**config.mk**
```make
export PLATFORM = sky130hd
export DESIGN_NAME = csr_satp_write_ctrl_flat
export DESIGN_NICKNAME = d
export VERILOG_FILES = /design/src/rtl/csr_satp_write_ctrl_pkg.sv /design/src/rtl/csr_satp_write_ctrl_if.sv /design/src/rtl/csr_satp_write_ctrl_warl.sv /design/src/rtl/csr_satp_write_ctrl.sv /design/src/flat_wrapper.sv
export SDC_FILE = /design/constraint.sdc
export NUM_CORES = 1
export LEC_CHECK = 0
export ABC_AREA = 1
export ABC_CLOCK_PERIOD_IN_PS = 2900
export BUFFER_PORTS_ARGS = -buffer_cell sky130_fd_sc_hd__buf_4
export CORE_ASPECT_RATIO = 0.8
export CORE_MARGIN = 1
export CORE_UTILIZATION = 29
export CTS_CLUSTER_SIZE = 28
export DETAILED_ROUTE_END_ITERATION = 16
export GPL_TIMING_DRIVEN = 0
export PLACE_DENSITY = 0.54
export REMOVE_ABC_BUFFERS = 1
export SETUP_SLACK_MARGIN = 0.5
export SLEW_MARGIN = 25
export SYNTH_ARGS = -nofsm -noshare
export SYNTH_HDL_FRONTEND = slang
export SYNTH_SLANG_ARGS = --single-unit
```
**constraint.sdc**
```tcl
create_clock -name clk_i -period 2.9 [get_ports clk_i]
set_clock_uncertainty 0.1 [all_clocks]
set_input_delay 0.435 -clock clk_i [delete_from_list [all_inputs] [get_ports clk_i]]
set_output_delay 0.435 -clock clk_i [all_outputs]
set_load 0.03 [all_outputs]
```
**src/rtl/csr_satp_write_ctrl_pkg.sv**
```systemverilog
// Shared types and constants for the SATP CSR write path.
package csr_satp_write_ctrl_pkg;

   localparam logic [1:0] PRIV_LVL_U = 2'b00;
   localparam logic [1:0] PRIV_LVL_S = 2'b01;
   localparam logic [1:0] PRIV_LVL_M = 2'b11;

   localparam logic [3:0] SATP_MODE_OFF  = 4'h0;
   localparam logic [3:0] SATP_MODE_SV39 = 4'h8;

   typedef struct packed {
      logic [3:0]  mode;
      logic [15:0] asid;
      logic [43:0] ppn;
   } satp_t;

   typedef enum logic {
      SATP_IDLE,
      SATP_FLUSH
   } satp_fsm_e;

   function automatic logic satp_write_allowed(
      input logic [1:0] priv,
      input logic       tvm
   );
      logic ok;
      ok = 1'b0;
      unique case (priv)
         PRIV_LVL_M: ok = 1'b1;
         PRIV_LVL_S: ok = ~tvm;
         default:    ok = 1'b0;
      endcase
      return ok;
   endfunction

endpackage

```
**src/rtl/csr_satp_write_ctrl_if.sv**
```systemverilog
// CSR-decode / MMU side bundle of the SATP write handler.
interface csr_satp_write_ctrl_if;

   logic        csr_req_valid_i;
   logic        csr_req_ready_o;
   logic [63:0] csr_wdata_i;
   logic [1:0]  priv_lvl_i;
   logic        mstatus_tvm_i;
   logic        write_access_exception_o;
   logic [63:0] satp_o;
   logic        flush_tlb_o;
   logic        flush_ack_i;
   logic        flush_timeout_o;
   logic        busy_o;

   modport master (
      output csr_req_valid_i,
      output csr_wdata_i,
      output priv_lvl_i,
      output mstatus_tvm_i,
      output flush_ack_i,
      input  csr_req_ready_o,
      input  write_access_exception_o,
      input  satp_o,
      input  flush_tlb_o,
      input  flush_timeout_o,
      input  busy_o
   );

   modport slave (
      input  csr_req_valid_i,
      input  csr_wdata_i,
      input  priv_lvl_i,
      input  mstatus_tvm_i,
      input  flush_ack_i,
      output csr_req_ready_o,
      output write_access_exception_o,
      output satp_o,
      output flush_tlb_o,
      output flush_timeout_o,
      output busy_o
   );

endinterface

```
**src/rtl/csr_satp_write_ctrl_warl.sv**
```systemverilog
// WARL legalisation of a SATP write: mode filter and ASID masking.
module csr_satp_write_ctrl_warl
   import csr_satp_write_ctrl_pkg::*;
#(
   parameter int unsigned ASID_WIDTH = 16
) (
   input  logic [63:0] wdata,
   output logic        legal,
   output satp_t       value
);

   satp_t       raw;
   logic [15:0] asid_mask;

   assign raw       = satp_t'(wdata);
   assign asid_mask = 16'((32'h1 << ASID_WIDTH) - 32'h1);

   assign legal = (raw.mode == SATP_MODE_OFF) ||
                  (raw.mode == SATP_MODE_SV39);

   always_comb begin
      value      = raw;
      value.asid = raw.asid & asid_mask;
   end

endmodule

```
**src/rtl/csr_satp_write_ctrl.sv**
```systemverilog
// SATP CSR write handler: access check, WARL update, TLB flush handshake.
module csr_satp_write_ctrl
   import csr_satp_write_ctrl_pkg::*;
#(
   parameter int unsigned ASID_WIDTH    = 16,
   parameter int unsigned FLUSH_TIMEOUT = 255
) (
   input logic                 clk_i,
   input logic                 rst_ni,
   csr_satp_write_ctrl_if.slave bus
);

   localparam int unsigned CW =
      (FLUSH_TIMEOUT > 1) ? $clog2(FLUSH_TIMEOUT) : 1;
   localparam logic [CW-1:0] CNT_LAST = CW'(FLUSH_TIMEOUT - 1);

   satp_fsm_e     state_q, state_d;
   satp_t         satp_q, satp_d;
   logic [CW-1:0] cnt_q, cnt_d;
   logic          exc_q, exc_d;
   logic          tmo_q, tmo_d;
   logic          accept;
   logic          allowed;
   logic          warl_ok;
   satp_t         warl_val;

   csr_satp_write_ctrl_warl #(
      .ASID_WIDTH (ASID_WIDTH)
   ) u_warl (
      .wdata (bus.csr_wdata_i),
      .legal (warl_ok),
      .value (warl_val)
   );

   assign accept  = bus.csr_req_valid_i && (state_q == SATP_IDLE);
   assign allowed = satp_write_allowed(bus.priv_lvl_i,
                                       bus.mstatus_tvm_i);

   always_comb begin
      state_d = state_q;
      satp_d  = satp_q;
      cnt_d   = cnt_q;
      exc_d   = 1'b0;
      tmo_d   = 1'b0;
      unique case (state_q)
         SATP_IDLE: begin
            if (accept) begin
               if (!allowed) begin
                  exc_d = 1'b1;
               end else if (warl_ok) begin
                  satp_d  = warl_val;
                  cnt_d   = '0;
                  state_d = SATP_FLUSH;
               end
            end
         end
         SATP_FLUSH: begin
            // ack has priority over an expiring timeout
            if (bus.flush_ack_i) begin
               state_d = SATP_IDLE;
            end else if (cnt_q == CNT_LAST) begin
               tmo_d   = 1'b1;
               state_d = SATP_IDLE;
            end else begin
               cnt_d = cnt_q + 1'b1;
            end
         end
         default: state_d = SATP_IDLE;
      endcase
   end

   always_ff @(posedge clk_i or negedge rst_ni) begin
      if (!rst_ni) begin
         state_q <= SATP_IDLE;
         satp_q  <= '0;
         cnt_q   <= '0;
         exc_q   <= 1'b0;
         tmo_q   <= 1'b0;
      end else begin
         state_q <= state_d;
         satp_q  <= satp_d;
         cnt_q   <= cnt_d;
         exc_q   <= exc_d;
         tmo_q   <= tmo_d;
      end
   end

   assign bus.csr_req_ready_o          = (state_q == SATP_IDLE);
   assign bus.write_access_exception_o = exc_q;
   assign bus.satp_o                   = satp_q;
   assign bus.flush_tlb_o              = (state_q == SATP_FLUSH);
   assign bus.busy_o                   = (state_q == SATP_FLUSH);
   assign bus.flush_timeout_o          = tmo_q;

endmodule

```
**src/flat_wrapper.sv**
```systemverilog
// flat-port wrapper written by rule: the top's interface ports become plain ports
module csr_satp_write_ctrl_flat import csr_satp_write_ctrl_pkg::*;
#(
   parameter int unsigned ASID_WIDTH    = 16,
   parameter int unsigned FLUSH_TIMEOUT = 255
)
  (clk_i, rst_ni, bus_csr_req_valid_i, bus_csr_wdata_i, bus_priv_lvl_i, bus_mstatus_tvm_i, bus_flush_ack_i, bus_csr_req_ready_o, bus_write_access_exception_o, bus_satp_o, bus_flush_tlb_o, bus_flush_timeout_o, bus_busy_o);
  csr_satp_write_ctrl_if bus_i ();
  input logic clk_i;
  input logic rst_ni;
  input wire logic [$bits(bus_i.csr_req_valid_i)-1:0] bus_csr_req_valid_i;
  input wire logic [$bits(bus_i.csr_wdata_i)-1:0] bus_csr_wdata_i;
  input wire logic [$bits(bus_i.priv_lvl_i)-1:0] bus_priv_lvl_i;
  input wire logic [$bits(bus_i.mstatus_tvm_i)-1:0] bus_mstatus_tvm_i;
  input wire logic [$bits(bus_i.flush_ack_i)-1:0] bus_flush_ack_i;
  output wire logic [$bits(bus_i.csr_req_ready_o)-1:0] bus_csr_req_ready_o;
  output wire logic [$bits(bus_i.write_access_exception_o)-1:0] bus_write_access_exception_o;
  output wire logic [$bits(bus_i.satp_o)-1:0] bus_satp_o;
  output wire logic [$bits(bus_i.flush_tlb_o)-1:0] bus_flush_tlb_o;
  output wire logic [$bits(bus_i.flush_timeout_o)-1:0] bus_flush_timeout_o;
  output wire logic [$bits(bus_i.busy_o)-1:0] bus_busy_o;
  assign bus_i.csr_req_valid_i = bus_csr_req_valid_i;
  assign bus_i.csr_wdata_i = bus_csr_wdata_i;
  assign bus_i.priv_lvl_i = bus_priv_lvl_i;
  assign bus_i.mstatus_tvm_i = bus_mstatus_tvm_i;
  assign bus_i.flush_ack_i = bus_flush_ack_i;
  assign bus_csr_req_ready_o = bus_i.csr_req_ready_o;
  assign bus_write_access_exception_o = bus_i.write_access_exception_o;
  assign bus_satp_o = bus_i.satp_o;
  assign bus_flush_tlb_o = bus_i.flush_tlb_o;
  assign bus_flush_timeout_o = bus_i.flush_timeout_o;
  assign bus_busy_o = bus_i.busy_o;
  csr_satp_write_ctrl #(.ASID_WIDTH(ASID_WIDTH), .FLUSH_TIMEOUT(FLUSH_TIMEOUT)) u_core (.clk_i(clk_i), .rst_ni(rst_ni), .bus(bus_i));
endmodule
```
==> results by group <==
Placed design
  • Placer Congestion: 0.741
  • Post-DP HPWL: 4710 um
  • Placed cells: 609
  • Placed cell area: 4150 um^2
  • Place WS: roughly 0.37 ns
  • Number of port buffers: 139

Logic synthesis
  • Cells after Synth: 344
  • Most frequent cell after synthesis: nand2_1
  • Unique masters post-synth: 25
  • Sequential fraction of the synthesis area: 61.6%
  • Async SR Flop Fraction: 100%
  • Syn avg cell area: between 8 and 9 um^2
  • Area leader, netlist: dfrtp_1
  • EDFF count, synth: 0
  • Synth top cells by count: nand2_1 (205), dfrtp_1 (75), inv_1 (10)
  • Top cells by area, synth: dfrtp_1 (62%), nand2_1 (25%), buf_6 (3.3%), nand3_1 (1.5%), inv_1 (1.2%)
  • Ys flop type: dfrtp_1
  • Synthesized area: a little over 3000 um^2
  • Yosys synthesis warning count: 0
  • Synth Register Bits: 75
  • Post-synth top area share: just over 60%

Clock network
  • Setup Buffers After CTS: 0
  • Num CTS Buffers: 9
  • Root Driver: clkbuf_16
  • Worst-path clk slew: 0.06 ns
  • Clock H-tree levels: 3
  • TritonCTS clock tree: done
  • Clock sink count: 75
  • Worst-skew pair later-pin latency: approximately 0.32 ns
  • CTS max path bufs: 2

Timing
  • Period Utilization, post-route: roughly 73%
  • Slew Limit Headroom: between 40 and 50%
  • Worst-margin pin slew: a little over 0.8 ns
  • Final Critical Period: between 2 and 2.5 ns
  • Fmax achieved: 470 MHz
  • RSZ-0062 raised after global routing: false
  • Hold Fails Final Rpt: 0
  • Final setup violation count: 0
  • Final Max Slew Viols: 0
  • Setup ws final: 0.774 ns
  • TNS Setup: 0 ns

Cells and area
  • Cell Count, Final, Fillers Out: around 630
  • Post-layout util: 43.9%
  • Ant. Diodes: 0
  • Final instance area: 4500 um^2
  • # fillers: 1054
  • Share of cells above drive strength 1: 33.2%
  • Syn-to-layout area delta: 47.6%
  • Nets: between 500 and 600

Critical path
  • Crit-path most repeated cell: nand2_1
  • Worst setup SP type: flop
  • Crit path kind: reg2reg
  • Max stage delay on crit path: 0.50 ns
  • Worst EP arrival: around 2.3 ns
  • Critical Path Fanout Max: 69
  • Worst-path cell chain: inv_2 > nand2_1 > nor2_1 > nand2_4 > inv_8 > nand2_1 > nand2_1
  • Delay-heaviest family, CP: simple AND/OR/NAND/NOR gates
  • Critical path data required time: approximately 3.1 ns
  • CP Capture Type: flop
  • Crit-path slowest cell: inv_8
  • WP buf/inv: 2

Power and ir drop
  • Leakage: 2.50 nW
  • PD cells: 817 nW/um^2
  • Max VDD drop: 0.333 mV

Run
  • Max-cap violations: 0

Drt
  • Antenna Violating Nets Remaining: 0
  • Iter 0 DRT Violations: approximately 110
  • Routed len/inst: 11.7 um
  • Vias/cell: between 4 and 5
  • First-pass DRT Iterations: 4
  • # DRC: 0
  • Final wirelength: roughly 7300 um
  • DR vias: 2564

Floorplan
  • Starting density of the core: 29.8%
  • IO Pins: 140
  • Chip height: ~94 um
  • Core ar.: 10200 um^2
  • FP Rows: 33
  • Die Area: roughly 11000 um^2
  • Die W: 117 um

GRT
  • First-pass GRT wire length: 11900 um
  • Global route total overflow: 0
  • Initial antenna violation count: 0
  • Largest net degree at the start of global routing: 76
  • Vias in the first global route: 2450
  • GRT Total Usage: roughly 14%

Worst hold path
  • Hold/Removal Path Class: in2async

Run status
  • Status: complete, no violations
==> final cells by class <==
type / instances / area (um^2) / share of cell area, %
clock buffer: 10 / 229 / 5.09
clock inverter: 6 / 114 / 2.53
inverter: 12 / 52.6 / 1.17
multi-input combinational: 243 / 1000 / 22.3
sequential: 75 / 1880 / 41.7
tap: 140 / 175 / 3.89
timing repair buffer: 139 / 1050 / 23.3
==> final timing paths <==
check / from / end / slack (ns) / cells past startpoint
worst min register to register: u_core.bus.satp_o[50] / u_core.bus.satp_o[50] / 0.38 / 2
worst min-delay path: rst_ni / u_core.bus.flush_timeout_o / 0.03 / 1
max in group asynchronous: rst_ni / u_core.bus.satp_o[53] / 2.18 / 1
min in group clk_i: bus_flush_ack_i / u_core.bus.flush_timeout_o / 0.17 / 2
worst max register to register: u_core.bus.busy_o / u_core.bus.satp_o[1] / 0.77 / 7
worst max-delay path: u_core.bus.busy_o / u_core.bus.satp_o[1] / 0.77 / 7
==> sequential cells by signal, indices dropped and copies added, names as in the netlist <==
register and count:
u_core.bus.busy_o 1, u_core.bus.satp_o 64, u_core.bus.write_access_exception_o 1, u_core.bus.flush_timeout_o 1, u_core.cnt_q 8
==> layer usage <==
layer | global-route usage, % | share of wire (%) | wire [um] | up-vias
li1 | - | - | - | 1309
met1 | 19.1 | 48 | 3550 | 1170
met2 | 20.9 | 44 | 3250 | 83
met3 | 5.87 | 6.8 | 502 | 2
met4 | 3.48 | 0.57 | 42 | 0
met5 | 0 | 0 | 0 | -
==> report_power, final <==
group          total (W)  internal, W  switching [W]  leakage (nW)
clock network    0.00127     0.000842       0.000431         0.159
logic            0.00103     0.000396       0.000633          1.38
registers        0.00137      0.00125       0.000120         0.966
total            0.00367      0.00249        0.00118          2.50
==> per-stage QoR <==
stage / power (W) / hold slack (ns)
after floorplan: 0.00195 / 0.0394
after global placement: 0.00241 / 0.364
after detailed placement: 0.00243 / 0.366
after CTS: 0.00373 / 0.158
after global routing: 0.00388 / 0.0959
final: 0.00367 / 0.0301
==> what timing repair did <==
item                                    in CTS  in global routing
endpoints found under the setup margin       5                 60
resized for setup                            1                  1
hold buffers                                 0                  0
==> kinds of logic after synthesis <==
kind of cell	synth area share [%]
fa+ha+maj	0.821
flops	61.6
simple gates	30.0
compound gates	1.07
buf+inv	5.67
xor+xnor	0.862
==> layout by cell type (no fill, tap or decap), drive strengths merged <==
cell type	count
xor2	2
nand3	9
nor2	11
clkbuf	10
o21bai	1
bufinv	3
nor3b	1
xnor2	1
o21ai	4
clkinv	1
ha	2
buf	139
nand4	1
nand2	208
or2	1
a21oi	1
dfrtp	75
clkinvlp	2
inv	12
nor3	1
Note: power is estimated with default switching activity, not from simulation.
